$ cat config.mk
export PLATFORM = sky130hd
export DESIGN_NAME = regfile_index_encoder_flat
export DESIGN_NICKNAME = d
export VERILOG_FILES = /design/src/rtl/regfile_index_encoder_if.sv /design/src/rtl/regfile_index_encoder.sv /design/src/flat_wrapper.sv
export SDC_FILE = /design/constraint.sdc
export NUM_CORES = 1
export LEC_CHECK = 0
export BUFFER_PORTS_ARGS = -buffer_cell sky130_fd_sc_hd__buf_2
export CAP_MARGIN = 25
export CORE_MARGIN = 3
export CORE_UTILIZATION = 50
export DETAILED_ROUTE_END_ITERATION = 10
export PLACE_DENSITY = 0.71
export SYNTH_ARGS = -nofsm -noshare
export SYNTH_HDL_FRONTEND = slang
export SYNTH_SLANG_ARGS = --single-unit
$ cat constraint.sdc
create_clock -name clock -period 5.5 [get_ports clock]
set_input_delay 0.55 -clock clock [delete_from_list [all_inputs] [get_ports clock]]
set_output_delay 0.55 -clock clock [all_outputs]
set_load 0.01 [all_outputs]
$ cat src/rtl/regfile_index_encoder_if.sv
// Handshake bundle for the regfile index encoder: vector in, index beats out.
// The master drives vectors and consumes beats; the slave is the encoder.
interface regfile_index_encoder_if #(
  parameter int IDX_W = 5
);
  localparam int N = 2**IDX_W;

  logic             in_valid;
  logic             in_ready;
  logic [N-1:0]     in_vec;
  logic             out_valid;
  logic             out_ready;
  logic [IDX_W-1:0] out_index;
  logic             out_last;
  logic [IDX_W:0]   remaining;
  logic             empty_drop;

  modport master (
    output in_valid, in_vec, out_ready,
    input  in_ready, out_valid, out_index, out_last, remaining, empty_drop
  );

  modport slave (
    input  in_valid, in_vec, out_ready,
    output in_ready, out_valid, out_index, out_last, remaining, empty_drop
  );
endinterface

$ cat src/rtl/regfile_index_encoder.sv
// Turns a multi-hot register mask into a serial stream of register numbers,
// lowest first, one per accepted beat.
module regfile_index_encoder #(
  parameter int IDX_W     = 5,
  parameter bit SKIP_ZERO = 1'b1
) (
  input  logic                   clock,
  input  logic                   ctrl_reset_n,
  regfile_index_encoder_if.slave bus
);
  localparam int N     = 2**IDX_W;
  localparam int CNT_W = IDX_W + 1;

  typedef enum logic {IDLE, EMIT} state_e;

  typedef struct packed {
    logic             valid;
    logic [IDX_W-1:0] index;
    logic             last;
    logic [CNT_W-1:0] remaining;
  } beat_t;

  state_e           state_q, state_d;
  logic [N-1:0]     pending_q, pending_d;
  logic [CNT_W-1:0] remaining_q, remaining_d;
  logic             empty_drop_q, empty_drop_d;

  logic [N-1:0]     masked;
  logic [CNT_W-1:0] masked_cnt;
  logic [IDX_W-1:0] low_idx;
  logic             accept;
  logic             emitting;
  logic             last;
  beat_t            beat;

  // Register 0 is hardwired zero, so it never counts as a pending write.
  always_comb begin
    masked = bus.in_vec;
    if (SKIP_ZERO) masked[0] = 1'b0;
  end

  always_comb begin
    masked_cnt = '0;
    for (int i = 0; i < N; i++) masked_cnt = masked_cnt + CNT_W'(masked[i]);
  end

  always_comb begin
    low_idx = '0;
    for (int i = N-1; i >= 0; i--) begin
      if (pending_q[i]) low_idx = IDX_W'(i);
    end
  end

  assign emitting = (state_q == EMIT);
  assign last     = (remaining_q == CNT_W'(1));
  // Ready is gated by reset so nothing is offered while the block is held.
  assign accept   = bus.in_valid & bus.in_ready;

  always_comb begin
    state_d      = state_q;
    pending_d    = pending_q;
    remaining_d  = remaining_q;
    empty_drop_d = 1'b0;
    case (state_q)
      IDLE: begin
        if (accept) begin
          if (masked != '0) begin
            pending_d   = masked;
            remaining_d = masked_cnt;
            state_d     = EMIT;
          end else begin
            empty_drop_d = 1'b1;
          end
        end
      end
      EMIT: begin
        if (bus.out_ready) begin
          // x & (x-1) drops the lowest set bit, i.e. the index just emitted.
          pending_d   = pending_q & (pending_q - N'(1));
          remaining_d = remaining_q - CNT_W'(1);
          if (last) begin
            state_d     = IDLE;
            pending_d   = '0;
            remaining_d = '0;
          end
        end
      end
      default: state_d = IDLE;
    endcase
  end

  always_ff @(posedge clock or negedge ctrl_reset_n) begin
    if (!ctrl_reset_n) begin
      state_q      <= IDLE;
      pending_q    <= '0;
      remaining_q  <= '0;
      empty_drop_q <= 1'b0;
    end else begin
      state_q      <= state_d;
      pending_q    <= pending_d;
      remaining_q  <= remaining_d;
      empty_drop_q <= empty_drop_d;
    end
  end

  always_comb begin
    beat = '0;
    if (emitting) begin
      beat.valid     = 1'b1;
      beat.index     = low_idx;
      beat.last      = last;
      beat.remaining = remaining_q;
    end
  end

  assign bus.in_ready   = (state_q == IDLE) & ctrl_reset_n;
  assign bus.out_valid  = beat.valid;
  assign bus.out_index  = beat.index;
  assign bus.out_last   = beat.last;
  assign bus.remaining  = beat.remaining;
  assign bus.empty_drop = empty_drop_q;
endmodule

$ cat src/flat_wrapper.sv
// flat-port wrapper written by rule: the top's interface ports become plain ports
module regfile_index_encoder_flat 
#(
  parameter int IDX_W     = 5,
  parameter bit SKIP_ZERO = 1'b1
)
  (clock, ctrl_reset_n, bus_in_valid, bus_in_vec, bus_out_ready, bus_in_ready, bus_out_valid, bus_out_index, bus_out_last, bus_remaining, bus_empty_drop);
  regfile_index_encoder_if #(.IDX_W(IDX_W)) bus_i ();
  input  logic clock;
  input  logic ctrl_reset_n;
  input wire logic [$bits(bus_i.in_valid)-1:0] bus_in_valid;
  input wire logic [$bits(bus_i.in_vec)-1:0] bus_in_vec;
  input wire logic [$bits(bus_i.out_ready)-1:0] bus_out_ready;
  output wire logic [$bits(bus_i.in_ready)-1:0] bus_in_ready;
  output wire logic [$bits(bus_i.out_valid)-1:0] bus_out_valid;
  output wire logic [$bits(bus_i.out_index)-1:0] bus_out_index;
  output wire logic [$bits(bus_i.out_last)-1:0] bus_out_last;
  output wire logic [$bits(bus_i.remaining)-1:0] bus_remaining;
  output wire logic [$bits(bus_i.empty_drop)-1:0] bus_empty_drop;
  assign bus_i.in_valid = bus_in_valid;
  assign bus_i.in_vec = bus_in_vec;
  assign bus_i.out_ready = bus_out_ready;
  assign bus_in_ready = bus_i.in_ready;
  assign bus_out_valid = bus_i.out_valid;
  assign bus_out_index = bus_i.out_index;
  assign bus_out_last = bus_i.out_last;
  assign bus_remaining = bus_i.remaining;
  assign bus_empty_drop = bus_i.empty_drop;
  regfile_index_encoder #(.IDX_W(IDX_W), .SKIP_ZERO(SKIP_ZERO)) u_core (.clock(clock), .ctrl_reset_n(ctrl_reset_n), .bus(bus_i));
endmodule
==> flow_summary.ini <==
[outcome]
status = completed

[sta]
slew_viol_final = 0
finalSetupTns_ns = 0
setup_viol = 0
relSlewSlack = 0.507
min_period_ns = 5.20
rsz0062_at_grt = false
finalHoldViolations = 0
worst_hold_slack_ns = 0.306
max_freq_mhz = 192
worst_clock_skew_ns = 0.00923
min_period_over_period = 0.945
worst_slew_pin_slew_ns = 0.740

[logic_synthesis]
syn_area_per_cell_um2 = 8.93
ys_seq_area_frac = 0.284
synth-edff-count = 0
ys_ff_latch = 39
ys_types = 65
synthCells = 385
netlist_area_mm2 = 0.00344
yosys.area.top_type_share = 0.284
synth_area_leaders = dfrtp_1 (28%), fa_1 (13%), inv_1 (6.3%), ha_1 (4.4%), a22o_1 (4.1%)
postSynth.asyncResetShare = 1.00
ys.flop_type = dfrtp_1
synth_fp_nets = 456
synth_area_leader_cell = dfrtp_1
yosysWarnings = 0

[worst_setup_path]
startpoint_type = input port
required_ns = 5.68
critPathMaxFanout = 3
endpoint_kind = register
arrival_ns = 5.38
path_class = input port to register

[cts]
clock_path_buffers = 2
clock_sink_count = 39
cts_tree = built
cts_buffers = 5
cts_setup_buffers = 0
cts_root_buf = clkbuf_8
htree_levels = 2
cts_hold_buf = 0
clk_pin_slew_ns = 0.09
cts_resized = 0
insertion_delay_ns = 0.30

[cells_and_area]
drive_above_1_share = 0.162
diodes = 0
fin_cells = 502
fin_nets = 496
layout_common_cells = inv_1 (58), buf_2 (49), dfrtp_1 (39)
fillers = 599
area_growth_pct = 11.5
fin_util = 0.590
final_common_cell = inv_1

[die]
rows = 29
core_mm2 = 0.00649
chipWidth_um = 88.9
die-area_mm2 = 0.00790
start_util = 0.529
die_y_um = 88.9
io_pins = 51

[global_route]
grt_pass1_wl_mm = 15.9
grt_max_degree = 42
grt_pass1_vias = 3021
antenna_found_initial = 0
grt_usage = 0.267
grt-ovfl-total = 0

[routing]
drt-pass1-iter-count = 5
drtIter0Drc = 452
routed-via-count = 3254
routed_wl_mm = 9.99
final_antenna_net_count = 0
drc = 0
vias_per_cell = 6.48
wl_per_cell_um = 19.9

[power]
leakage_nw = 1.77
power-per-cell-area_mw_per_mm2 = 646
irDropWorstVdd_mv = 0.610
power_mw = 2.48

[placed_design]
place.gp.congestion = 0.926
dpl.hpwl_mm = 7.63
dp_cells = 494
port_buffers = 49

[flow_run]
drv_cap = 0

[hold_path]
hp-class = input port to asynchronous set/reset pin
## per-stage QoR
stage          instance area, µm²  setup WS [ns]
2_1_floorplan                3440          0.444
5_1_grt                      3830         0.0232
3_3_place_gp                 3700          0.111
6_report                     3830          0.302
3_5_place_dp                 3700         0.0122
4_1_cts                      3810          0.304
## flip-flops by register name (all words and copies together) (netlist names)
name	cells
u_core.emitting	1
u_core.bus.empty_drop	1
u_core.pending_q	31
u_core.remaining_q	6
## cell usage after synthesis, types with 5 or more instances
cell type   n
inv_1      58
dfrtp_1    39
fa_1       23
nor2_1     21
o21ai_0    20
nand2_1    17
a21oi_1    16
a22o_1     16
nor3_1     15
nor4_1     13
ha_1       12
buf_2       9
nand3_1     8
clkbuf_1    7
o22ai_1     7
a21o_1      5
a221o_1     5
and2_1      5
o2bb2ai_1   5
o41ai_1     5
## layer usage
| metal | vias to the layer above | wire, µm | GRT usage |
|---|---|---|---|
| met5 | - | 0 | 0 |
| met4 | 0 | 195 | 0.0687 |
| met3 | 15 | 1070 | 0.0682 |
| met2 | 192 | 4270 | 0.379 |
| met1 | 1569 | 4450 | 0.406 |
| li1 | 1478 | - | - |
## critical path, cell delays in order
cell	delay, ns
buf_2	0.11
inv_1	0.04
ha_1	0.27
inv_1	0.07
fa_1	0.44
fa_1	0.51
fa_1	0.58
fa_1	0.46
fa_1	0.54
fa_1	0.41
inv_1	0.06
ha_1	0.16
inv_1	0.06
fa_1	0.40
nor2b_1	0.12
o21ai_0	0.11
and4_1	0.23
nor3_1	0.17
o2bb2ai_1	0.10
## where the power goes
part | internal [mW] | switching (mW)
clock network | 0.133 | 0.111
logic | 0.711 | 0.891
registers | 0.406 | 0.226
total | 1.25 | 1.23
## worst paths after layout
path                                                         from  cells after the start                                 to  slack (ns)
worst max-delay path                                bus_in_vec[1]                     19  u_core.remaining_q[4]$_DFFE_PN0P_        0.30
worst min-delay path                                 ctrl_reset_n                      2   u_core.pending_q[29]$_DFFE_PN0P_        0.31
worst max register to register          u_core.emitting$_DFF_PN0_                      5   u_core.pending_q[21]$_DFFE_PN0P_        3.01
worst min register to register  u_core.remaining_q[5]$_DFFE_PN0P_                      1  u_core.remaining_q[5]$_DFFE_PN0P_        0.55
max in group asynchronous                            ctrl_reset_n                      2  u_core.remaining_q[1]$_DFFE_PN0P_        4.82
min in group clock                                  bus_in_vec[1]                      3    u_core.pending_q[1]$_DFFE_PN0P_        0.50
## final cells by class
type / count / area [µm²] / share of cell area
inverter: 58 / 218 / 0.0568
sequential: 39 / 976 / 0.255
tap: 77 / 96.3 / 0.0251
clock inverter: 2 / 37.5 / 0.00979
clock buffer: 5 / 68.8 / 0.0180
multi-input combinational: 269 / 2150 / 0.561
timing repair buffer: 52 / 288 / 0.0751
## cells by family (layout without fill, tap and decap cells)
group / Yosys count / count (layout) / share of synthesized area
AOI/OAI and AO/OA: 115 / 115 / 0.247
xor gates and xnor gates: 2 / 2 / 0.00510
adders and majority gates: 35 / 35 / 0.178
buffers and inverters: 77 / 117 / 0.0906
DFF: 39 / 39 / 0.284
muxes: 3 / 3 / 0.00910
and+or+nand+nor: 114 / 114 / 0.187
No activity file was read; power rests on OpenSTA's default activity.
